==> config.mk <==
export PLATFORM = sky130hd
export DESIGN_NAME = sc_reggeneral_arbiter
export DESIGN_NICKNAME = d
export VERILOG_FILES = /design/src/rtl/sc_reggeneral_arbiter_pkg.sv /design/src/rtl/sc_rr_arbiter2.sv /design/src/rtl/sc_reggeneral_arbiter.sv
export SDC_FILE = /design/constraint.sdc
export NUM_CORES = 1
export LEC_CHECK = 0
export CAP_MARGIN = 20
export CORE_ASPECT_RATIO = 1.25
export CORE_MARGIN = 2
export CORE_UTILIZATION = 50
export CTS_BUF_LIST = sky130_fd_sc_hd__clkbuf_8
export DETAILED_ROUTE_END_ITERATION = 7
export MAX_ROUTING_LAYER = met4
export PLACE_DENSITY = 0.82
export RECOVER_POWER = 100
export SLEW_MARGIN = 20
export SYNTH_ARGS = -nofsm -noshare
export SYNTH_HDL_FRONTEND = slang
export SYNTH_SLANG_ARGS = --single-unit
==> constraint.sdc <==
create_clock -name SC_REGARBITER_CLOCK_50 -period 3.8 [get_ports SC_REGARBITER_CLOCK_50]
set_input_delay 0.76 -clock SC_REGARBITER_CLOCK_50 [delete_from_list [all_inputs] [get_ports SC_REGARBITER_CLOCK_50]]
set_output_delay 0.76 -clock SC_REGARBITER_CLOCK_50 [all_outputs]
set_load 0.05 [all_outputs]
==> src/rtl/sc_reggeneral_arbiter_pkg.sv <==
// Shared types and constants for the two-requester SC_RegGENERAL arbiter.
package sc_reggeneral_arbiter_pkg;

    typedef enum logic [1:0] {
        IDLE    = 2'd0,
        ISSUE   = 2'd1,
        WAITREL = 2'd2,
        GAP     = 2'd3
    } state_e;

    localparam logic OP_LOAD  = 1'b0;
    localparam logic OP_CLEAR = 1'b1;

    localparam logic REQ0_IDX = 1'b0;
    localparam logic REQ1_IDX = 1'b1;

    localparam int unsigned NUM_REQ = 2;

    function automatic logic [NUM_REQ-1:0] idx_to_onehot(input logic idx);
        return (idx == REQ1_IDX) ? 2'b10 : 2'b01;
    endfunction

endpackage

==> src/rtl/sc_rr_arbiter2.sv <==
// Two-input round-robin pick with the last-served pointer; the pointer moves
// to the winner on every accepted grant.
module sc_rr_arbiter2
    import sc_reggeneral_arbiter_pkg::*;
(
    input  logic               clk,
    input  logic               rst,
    input  logic [NUM_REQ-1:0] req_i,
    input  logic               adv_i,
    output logic               gnt_idx_c
);

    logic last_q;
    logic last_d;

    always_comb begin
        gnt_idx_c = REQ0_IDX;
        if (req_i[0] && req_i[1]) begin
            gnt_idx_c = ~last_q;
        end else if (req_i[1]) begin
            gnt_idx_c = REQ1_IDX;
        end
        last_d = adv_i ? gnt_idx_c : last_q;
    end

    // Pointer starts at requester 1 so requester 0 wins the first tie.
    always_ff @(posedge clk) begin
        if (rst) begin
            last_q <= REQ1_IDX;
        end else begin
            last_q <= last_d;
        end
    end

endmodule

==> src/rtl/sc_reggeneral_arbiter.sv <==
// Round-robin front end for SC_RegGENERAL: turns one granted request into a
// single-cycle active-low load/clear strobe, then waits for release and a guard gap.
module sc_reggeneral_arbiter
    import sc_reggeneral_arbiter_pkg::*;
#(
    parameter int unsigned DATAWIDTH  = 8,
    parameter int unsigned GAP_CYCLES = 4
) (
    input  logic                 SC_REGARBITER_CLOCK_50,
    input  logic                 SC_REGARBITER_RESET_InHigh,
    input  logic                 SC_REGARBITER_req0_InLow,
    input  logic                 SC_REGARBITER_op0_In,
    input  logic [DATAWIDTH-1:0] SC_REGARBITER_data0_InBUS,
    input  logic                 SC_REGARBITER_req1_InLow,
    input  logic                 SC_REGARBITER_op1_In,
    input  logic [DATAWIDTH-1:0] SC_REGARBITER_data1_InBUS,
    output logic                 SC_REGARBITER_load_OutLow,
    output logic                 SC_REGARBITER_clear_OutLow,
    output logic [DATAWIDTH-1:0] SC_REGARBITER_data_OutBUS,
    output logic [1:0]           SC_REGARBITER_ack_OutBUS,
    output logic                 SC_REGARBITER_busy_Out
);

    localparam int unsigned GAP_W = (GAP_CYCLES > 0) ? $clog2(GAP_CYCLES + 1) : 1;
    localparam logic [GAP_W-1:0] GAP_LOAD = GAP_W'((GAP_CYCLES > 0) ? GAP_CYCLES - 1 : 0);

    logic clk;
    logic rst;
    assign clk = SC_REGARBITER_CLOCK_50;
    assign rst = SC_REGARBITER_RESET_InHigh;

    logic [NUM_REQ-1:0] req_c;
    logic               any_req_c;
    logic               adv_c;
    logic               gnt_idx_c;
    logic               gnt_op_c;
    logic [DATAWIDTH-1:0] gnt_data_c;

    state_e               state_q, state_d;
    logic [GAP_W-1:0]     gap_cnt_q, gap_cnt_d;
    logic                 sel_q, sel_d;
    logic                 op_q, op_d;
    logic [DATAWIDTH-1:0] wdata_q, wdata_d;
    logic                 load_n_q, load_n_d;
    logic                 clear_n_q, clear_n_d;
    logic [DATAWIDTH-1:0] data_q, data_d;
    logic [1:0]           ack_q, ack_d;
    logic                 busy_q, busy_d;

    assign req_c      = {~SC_REGARBITER_req1_InLow, ~SC_REGARBITER_req0_InLow};
    assign any_req_c  = |req_c;
    assign adv_c      = (state_q == IDLE) && any_req_c;
    assign gnt_op_c   = (gnt_idx_c == REQ1_IDX) ? SC_REGARBITER_op1_In : SC_REGARBITER_op0_In;
    assign gnt_data_c = (gnt_idx_c == REQ1_IDX) ? SC_REGARBITER_data1_InBUS
                                                : SC_REGARBITER_data0_InBUS;

    sc_rr_arbiter2 u_rr (
        .clk       (clk),
        .rst       (rst),
        .req_i     (req_c),
        .adv_i     (adv_c),
        .gnt_idx_c (gnt_idx_c)
    );

    always_ff @(posedge clk) begin
        if (rst) begin
            state_q   <= IDLE;
            gap_cnt_q <= '0;
        end else begin
            state_q   <= state_d;
            gap_cnt_q <= gap_cnt_d;
        end
    end

    // Next state and guard-gap counter.
    always_comb begin
        state_d   = state_q;
        gap_cnt_d = gap_cnt_q;
        case (state_q)
            IDLE: begin
                if (any_req_c) begin
                    state_d = ISSUE;
                end
            end
            ISSUE: begin
                state_d = WAITREL;
            end
            WAITREL: begin
                if (!req_c[sel_q]) begin
                    if (GAP_CYCLES > 0) begin
                        state_d   = GAP;
                        gap_cnt_d = GAP_LOAD;
                    end else begin
                        state_d = IDLE;
                    end
                end
            end
            GAP: begin
                if (gap_cnt_q == '0) begin
                    state_d = IDLE;
                end else begin
                    gap_cnt_d = gap_cnt_q - GAP_W'(1);
                end
            end
            default: begin
                state_d = IDLE;
            end
        endcase
    end

    // Grant capture and strobe generation; strobes fire from the ISSUE state.
    always_comb begin
        sel_d     = sel_q;
        op_d      = op_q;
        wdata_d   = wdata_q;
        load_n_d  = 1'b1;
        clear_n_d = 1'b1;
        data_d    = data_q;
        ack_d     = 2'b00;
        busy_d    = (state_d != IDLE);
        if (adv_c) begin
            sel_d   = gnt_idx_c;
            op_d    = gnt_op_c;
            wdata_d = gnt_data_c;
        end
        if (state_q == ISSUE) begin
            ack_d = idx_to_onehot(sel_q);
            if (op_q == OP_LOAD) begin
                load_n_d = 1'b0;
                data_d   = wdata_q;
            end else begin
                clear_n_d = 1'b0;
            end
        end
    end

    always_ff @(posedge clk) begin
        if (rst) begin
            sel_q     <= REQ0_IDX;
            op_q      <= OP_LOAD;
            wdata_q   <= '0;
            load_n_q  <= 1'b1;
            clear_n_q <= 1'b1;
            data_q    <= '0;
            ack_q     <= 2'b00;
            busy_q    <= 1'b0;
        end else begin
            sel_q     <= sel_d;
            op_q      <= op_d;
            wdata_q   <= wdata_d;
            load_n_q  <= load_n_d;
            clear_n_q <= clear_n_d;
            data_q    <= data_d;
            ack_q     <= ack_d;
            busy_q    <= busy_d;
        end
    end

    assign SC_REGARBITER_load_OutLow  = load_n_q;
    assign SC_REGARBITER_clear_OutLow = clear_n_q;
    assign SC_REGARBITER_data_OutBUS  = data_q;
    assign SC_REGARBITER_ack_OutBUS   = ack_q;
    assign SC_REGARBITER_busy_Out     = busy_q;

endmodule

### Yosys cells after proc, flatten, opt, wreduce, memory -nomap -nowiden

Cells that the tools add are included.

| word-level totals | value |
|---|---|
| flip-flop bits (word level) | 29 |
| input bits | 22 |

| operators by class | value |
|---|---|
| add/subtract/negate cells | 1 |
| magnitude comparators | 1 |
| equality and inequality tests | 5 |
| muxes and demuxes | 16 |
| bitwise gates (word level) | 5 |
| reductions and logical operators | 10 |

Operator list:

| operator | count |
|---|---|
| two-way mux 2 bit | 4 |
| two-way mux 8 bit | 1 |
| one-hot mux 2 bit (4 select lines) | 1 |
| two-way mux 1 bit | 7 |
| two-way mux 3 bit | 2 |
| one-hot mux 3 bit (2 select lines) | 1 |
| NOT 1 bit | 5 |
| equality test 2 bit (second input constant) | 2 |
| != test 2 bit (second input constant) | 2 |
| nonzero test 2 bit | 2 |
| OR reduction 2 bit | 2 |
| zero test 3 bit | 1 |
| AND reduction 3 bit | 1 |
| subtractor 3 x 1 -> 3 bit (second input constant) | 1 |
| equality test 2 x 1 -> 1 bit (second input constant) | 1 |
| logical AND 1 bit | 2 |
| zero test 2 bit | 1 |
| < comparator 1 x 2 -> 1 bit (second input constant) | 1 |
| AND reduction 2 bit | 1 |

### Longest topological paths before layout

| logic depth | value |
|---|---|
| word-level depth | 6 |
| depth in mapped cells | 6 |
| gate-level depth less buffers | 6 |

### By module

A second synthesis with hierarchy kept.

| second synthesis, totals | value |
|---|---|
| cells, all modules | 117 |
| area total of the unflattened synthesis | 1236.2 um^2 |

Modules (own cells, without submodules):

| module | times used | cells each | area an instance (um^2) | sequential area each (um^2) |
|---|---|---|---|---|
| sc_reggeneral_arbiter | 1 | 113 | 1193.6 | 560.5 |
| sc_rr_arbiter2 | 1 | 4 | 42.5 | 20.0 |

### Worst setup path before layout

No wires, ideal clock.

| timing path | value |
|---|---|
| kind | input port to flip-flop |
| start | input SC_REGARBITER_req1_InLow |
| end | register op_q |
| library setup time | 0.142 ns |
| data arrival time | 1.423 ns |
| required time | 3.658 ns |
| setup slack | 2.234 ns |
| cell stages on the path | 4 |
| path buffers | 1 |
| cell sequence | a211o_1 buf_6 a31oi_2 a211oi_2 |

| on the way | value |
|---|---|
| longest elaborated chain between the ends | 4 |

Ends and longest elaborated chain:

| what | RTL line | RTL |
|---|---|---|
| from (decl) | sc_reggeneral_arbiter.sv:14 | `input logic SC_REGARBITER_req1_InLow,` |
| NOT 1 bit | sc_reggeneral_arbiter.sv:50 | `assign req_c = {~SC_REGARBITER_req1_InLow, ~SC_REGARBITER_req0_InLow};` |
| logical AND 1 bit | sc_rr_arbiter2.sv:18 | `if (req_i[0] && req_i[1]) begin` |
| two-way mux 1 bit | sc_rr_arbiter2.sv:18 |  |
| two-way mux 1 bit | sc_reggeneral_arbiter.sv:53 | `assign gnt_op_c = (gnt_idx_c == REQ1_IDX) ? SC_REGARBITER_op1_In : SC_REGARBITER_op0_In;` |
| to (signal assigned) | sc_reggeneral_arbiter.sv:149 | `op_q <= op_d;` |
| to (decl) | sc_reggeneral_arbiter.sv:42 | `logic op_q, op_d;` |

Several ways; a longest one is shown, not always the timed one.
A chain may end at the register's enable or synchronous reset.

### Final worst setup path

| timing path | value |
|---|---|
| start | input SC_REGARBITER_req1_InLow |
| end | register wdata_q[5] |

| on the way | value |
|---|---|
| longest elaborated chain between the ends | 4 |

Ends and longest elaborated chain:

| what | RTL line | RTL |
|---|---|---|
| NOT 1 bit | sc_reggeneral_arbiter.sv:50 |  |
| logical AND 1 bit | sc_rr_arbiter2.sv:18 |  |
| two-way mux 1 bit | sc_rr_arbiter2.sv:18 |  |
| two-way mux 8 bit | sc_reggeneral_arbiter.sv:54 | `assign gnt_data_c = (gnt_idx_c == REQ1_IDX) ? SC_REGARBITER_data1_InBUS` |
| to (signal assigned) | sc_reggeneral_arbiter.sv:150 | `wdata_q <= wdata_d;` |
| to (decl) | sc_reggeneral_arbiter.sv:43 | `logic [DATAWIDTH-1:0] wdata_q, wdata_d;` |

Several ways; a longest one is shown, not always the timed one.

==> impl_metrics.py <==
metrics = {
    "die": {
        "core_region_area_mm2": 0.00245,
        "start_util": 0.535,
        "fp.dieW_um": 49.8,
        "row_count": 20,
        "die_area_mm2": 0.00305,
        "ios": 35,
        "die_y_um": 61.3,
    },
    "global_route": {
        "grt_pass1_wl_um": 4720,
        "grt_util_all_layers": 0.216,
        "antenna_found_initial": 0,
        "grt_pass1_vias": 1063,
        "grt_remaining_overflow": 0,
        "grt_max_degree": 15,
    },
    "timing": {
        "finalSetupViolCount": 0,
        "relSlewSlack": -0.134,
        "fmax_mhz": 345,
        "finClkSkew_ns": 0.00946,
        "slew_violations": 9,
        "worstMarginPinSlew_ns": 1.70,
        "fin_tns_setup_ns": 0,
        "hold_violations": 0,
        "rsz0062_at_grt": "no",
        "timing.final.crit_share": 0.762,
        "period_needed_ns": 2.90,
    },
    "synthesis": {
        "synth_fa_ha_area_frac": 0.0191,
        "synth.cell_area_mm2": 0.00131,
        "async_reset_ff_frac": 0,
        "ys_seq_elements": 29,
        "synth_top_family_by_area": "compound AO/OA/AOI/OAI gates",
        "yosys-mux-area-fraction": 0.0772,
        "synth-compound-area-share": 0.252,
        "avgSynthCellArea_um2": 10.1,
        "synth_edf_count": 0,
        "synth-simple-area-share": 0.146,
        "synth_top_area_frac": 0.442,
        "synth_xor_xnor_area_share": 0,
        "synthTopCellsByArea": "dfxtp_1 44%, a211oi_2 8.6%, a31oi_2 7.6%",
        "synth_flop_cell": "dfxtp_1",
        "synth.distinct_cells": 31,
        "yosys_warnings": 0,
        "syn_inst": 130,
        "yosysSeqAreaShare": 0.442,
        "synth_area_leader_cell": "dfxtp_1",
        "synthesis.nets": 154,
    },
    "clock_network": {
        "clock_latency_ns": 0.29,
        "path_clk_slew_ns": 0.07,
        "post_cts_buffers": 0,
        "cts_tree": "yes",
        "cts_hold_buf": 0,
        "clock-sinks": 29,
        "htreeDepth": 2,
        "cts_buffer_depth": 2,
        "cts-resized-gates": 0,
        "cts_made_buffers": 5,
        "clockRootBuffer": "clkbuf_8",
    },
    "critical_path": {
        "r2r_end": "SC_REGARBITER_data_OutBUS[0]",
        "start_kind": "input pin",
        "worst_ep_arrival_time_ns": 3.09,
        "reg2reg_slack_ns": 1.45,
        "r2r-start": "state_q[0]",
        "crit_type": "in2reg",
        "path_max_fanout": 14,
        "required_ns": 3.99,
        "r2r_cells": 3,
        "worstSetupEndpointType": "flop",
    },
    "run": {
        "max_cap_viol_count": 1,
    },
    "power": {
        "powerDensity_mw_per_mm2": 536,
        "total_power_uw": 934,
        "peakVddDrop_v": 0.000326,
        "p_leak_nw": 0.659,
    },
    "worst_hold_path": {
        "min_to": "SC_REGARBITER_clear_OutLow",
        "hold_class": "reg2reg",
        "worstHoldStart": "op_q",
        "hold-path-cell-count": 1,
    },
    "route": {
        "drtAntennaViolNets": 0,
        "first_iter_violations": 24,
        "drt_first_pass_iters": 4,
        "drt_wl_total_um": 2840,
        "via_count": 1105,
        "wl_per_cell_um": 14.4,
        "viasPerCell": 5.61,
        "drc": 0,
    },
    "run_status": {
        "violations": "capacitance limit, slew limit",
        "status": "finished, violations left",
    },
    "placed_design": {
        "io_buffers": 34,
        "dp_hpwl_um": 2010,
        "gp_congestion": 0.794,
    },
    "layout": {
        "syn_to_final_growth_pct": 32.7,
        "antenna_cells": 0,
        "drive_above_1_share": 0.140,
        "nNetsFinal": 187,
        "mostFrequentLayoutCell": "dfxtp_1",
        "final_cell_mix": "29 x dfxtp_1, 21 x nor2_1, 19 x clkdlybuf4s50_1",
    },
}
==> stage by stage <==
step	area [um^2]	util	cells	hold WS [ns]	worst slack, ns
after global routing	1740	0.710	197	0.439	0.704
after CTS	1770	0.722	197	0.434	1.46
after floorplan	1310	-	130	0.390	2.23
final	1740	0.710	197	0.417	0.904
after detailed placement	1640	0.667	189	0.418	1.16
after global placement	1640	0.667	189	0.406	1.27
==> layer usage <==
metal  vias to the layer above  wire length, um  global-route usage
li1                        528                -                   -
met4                         0               68              0.0833
met3                         7              170              0.0680
met1                       525             1160               0.227
met5                         -                0                   -
met2                        45             1440               0.381
==> where the power goes <==
| part | switching, mW | internal, mW | total (mW) |
|---|---|---|---|
| logic | 0.112 | 0.0819 | 0.194 |
| clock network | 0.124 | 0.260 | 0.384 |
| registers | 0.0219 | 0.335 | 0.357 |
==> flip-flops by register name (all words and copies together) (netlist names) <==
signal,count
op_q,1
u_rr.last_q,1
wdata_q,8
gap_cnt_q,3
state_q,2
sel_q,1
SC_REGARBITER_data_OutBUS,8
SC_REGARBITER_busy_Out,1
SC_REGARBITER_ack_OutBUS,2
SC_REGARBITER_load_OutLow,1
SC_REGARBITER_clear_OutLow,1
==> critical path, cell delays in order <==
cell and delay, ns:
dlygate4sd3_1 0.72, a211oi_1 1.24, nor2_1 0.09, a211oi_1 0.28
==> cell type report <==
class | instances | area [um^2]
fillers | 208 | 711
multi-input cells | 87 | 623
flip-flops and latches | 29 | 581
repair buffers | 35 | 344
clock buffers | 5 | 68.8
clock inverters | 3 | 65.1
well taps | 33 | 41.3
inverters | 5 | 18.8
==> cell families after synthesis <==
logic type                 count (synthesis)
and+or+nand+nor                           39
AOI/OAI and AO/OA                         36
DFF                                       29
buffers and inverters                     14
muxes                                     10
adders and majority gates                  2
==> synthesized netlist by cell type, types with 3 or more instances <==
cell and count:
a31oi_2 8, nand2_1 6, mux2i_1 9, buf_6 3, o21ai_0 10, dfxtp_1 29, nor2_1 21, inv_1 4
a211oi_2 9
==> worst max-delay path by stage <==
| stage | start | end | depth (start not counted) |
|---|---|---|---|
| detailed placement | SC_REGARBITER_req1_InLow | wdata_q[5] | 4 |
| floorplan | SC_REGARBITER_req1_InLow | op_q | 4 |
| finish | SC_REGARBITER_req1_InLow | wdata_q[5] | 4 |
| global route | SC_REGARBITER_req1_InLow | wdata_q[5] | 4 |
| global placement | SC_REGARBITER_req1_InLow | wdata_q[3] | 4 |
| CTS | SC_REGARBITER_req1_InLow | wdata_q[5] | 4 |
Power figures use the tool's default switching activity.
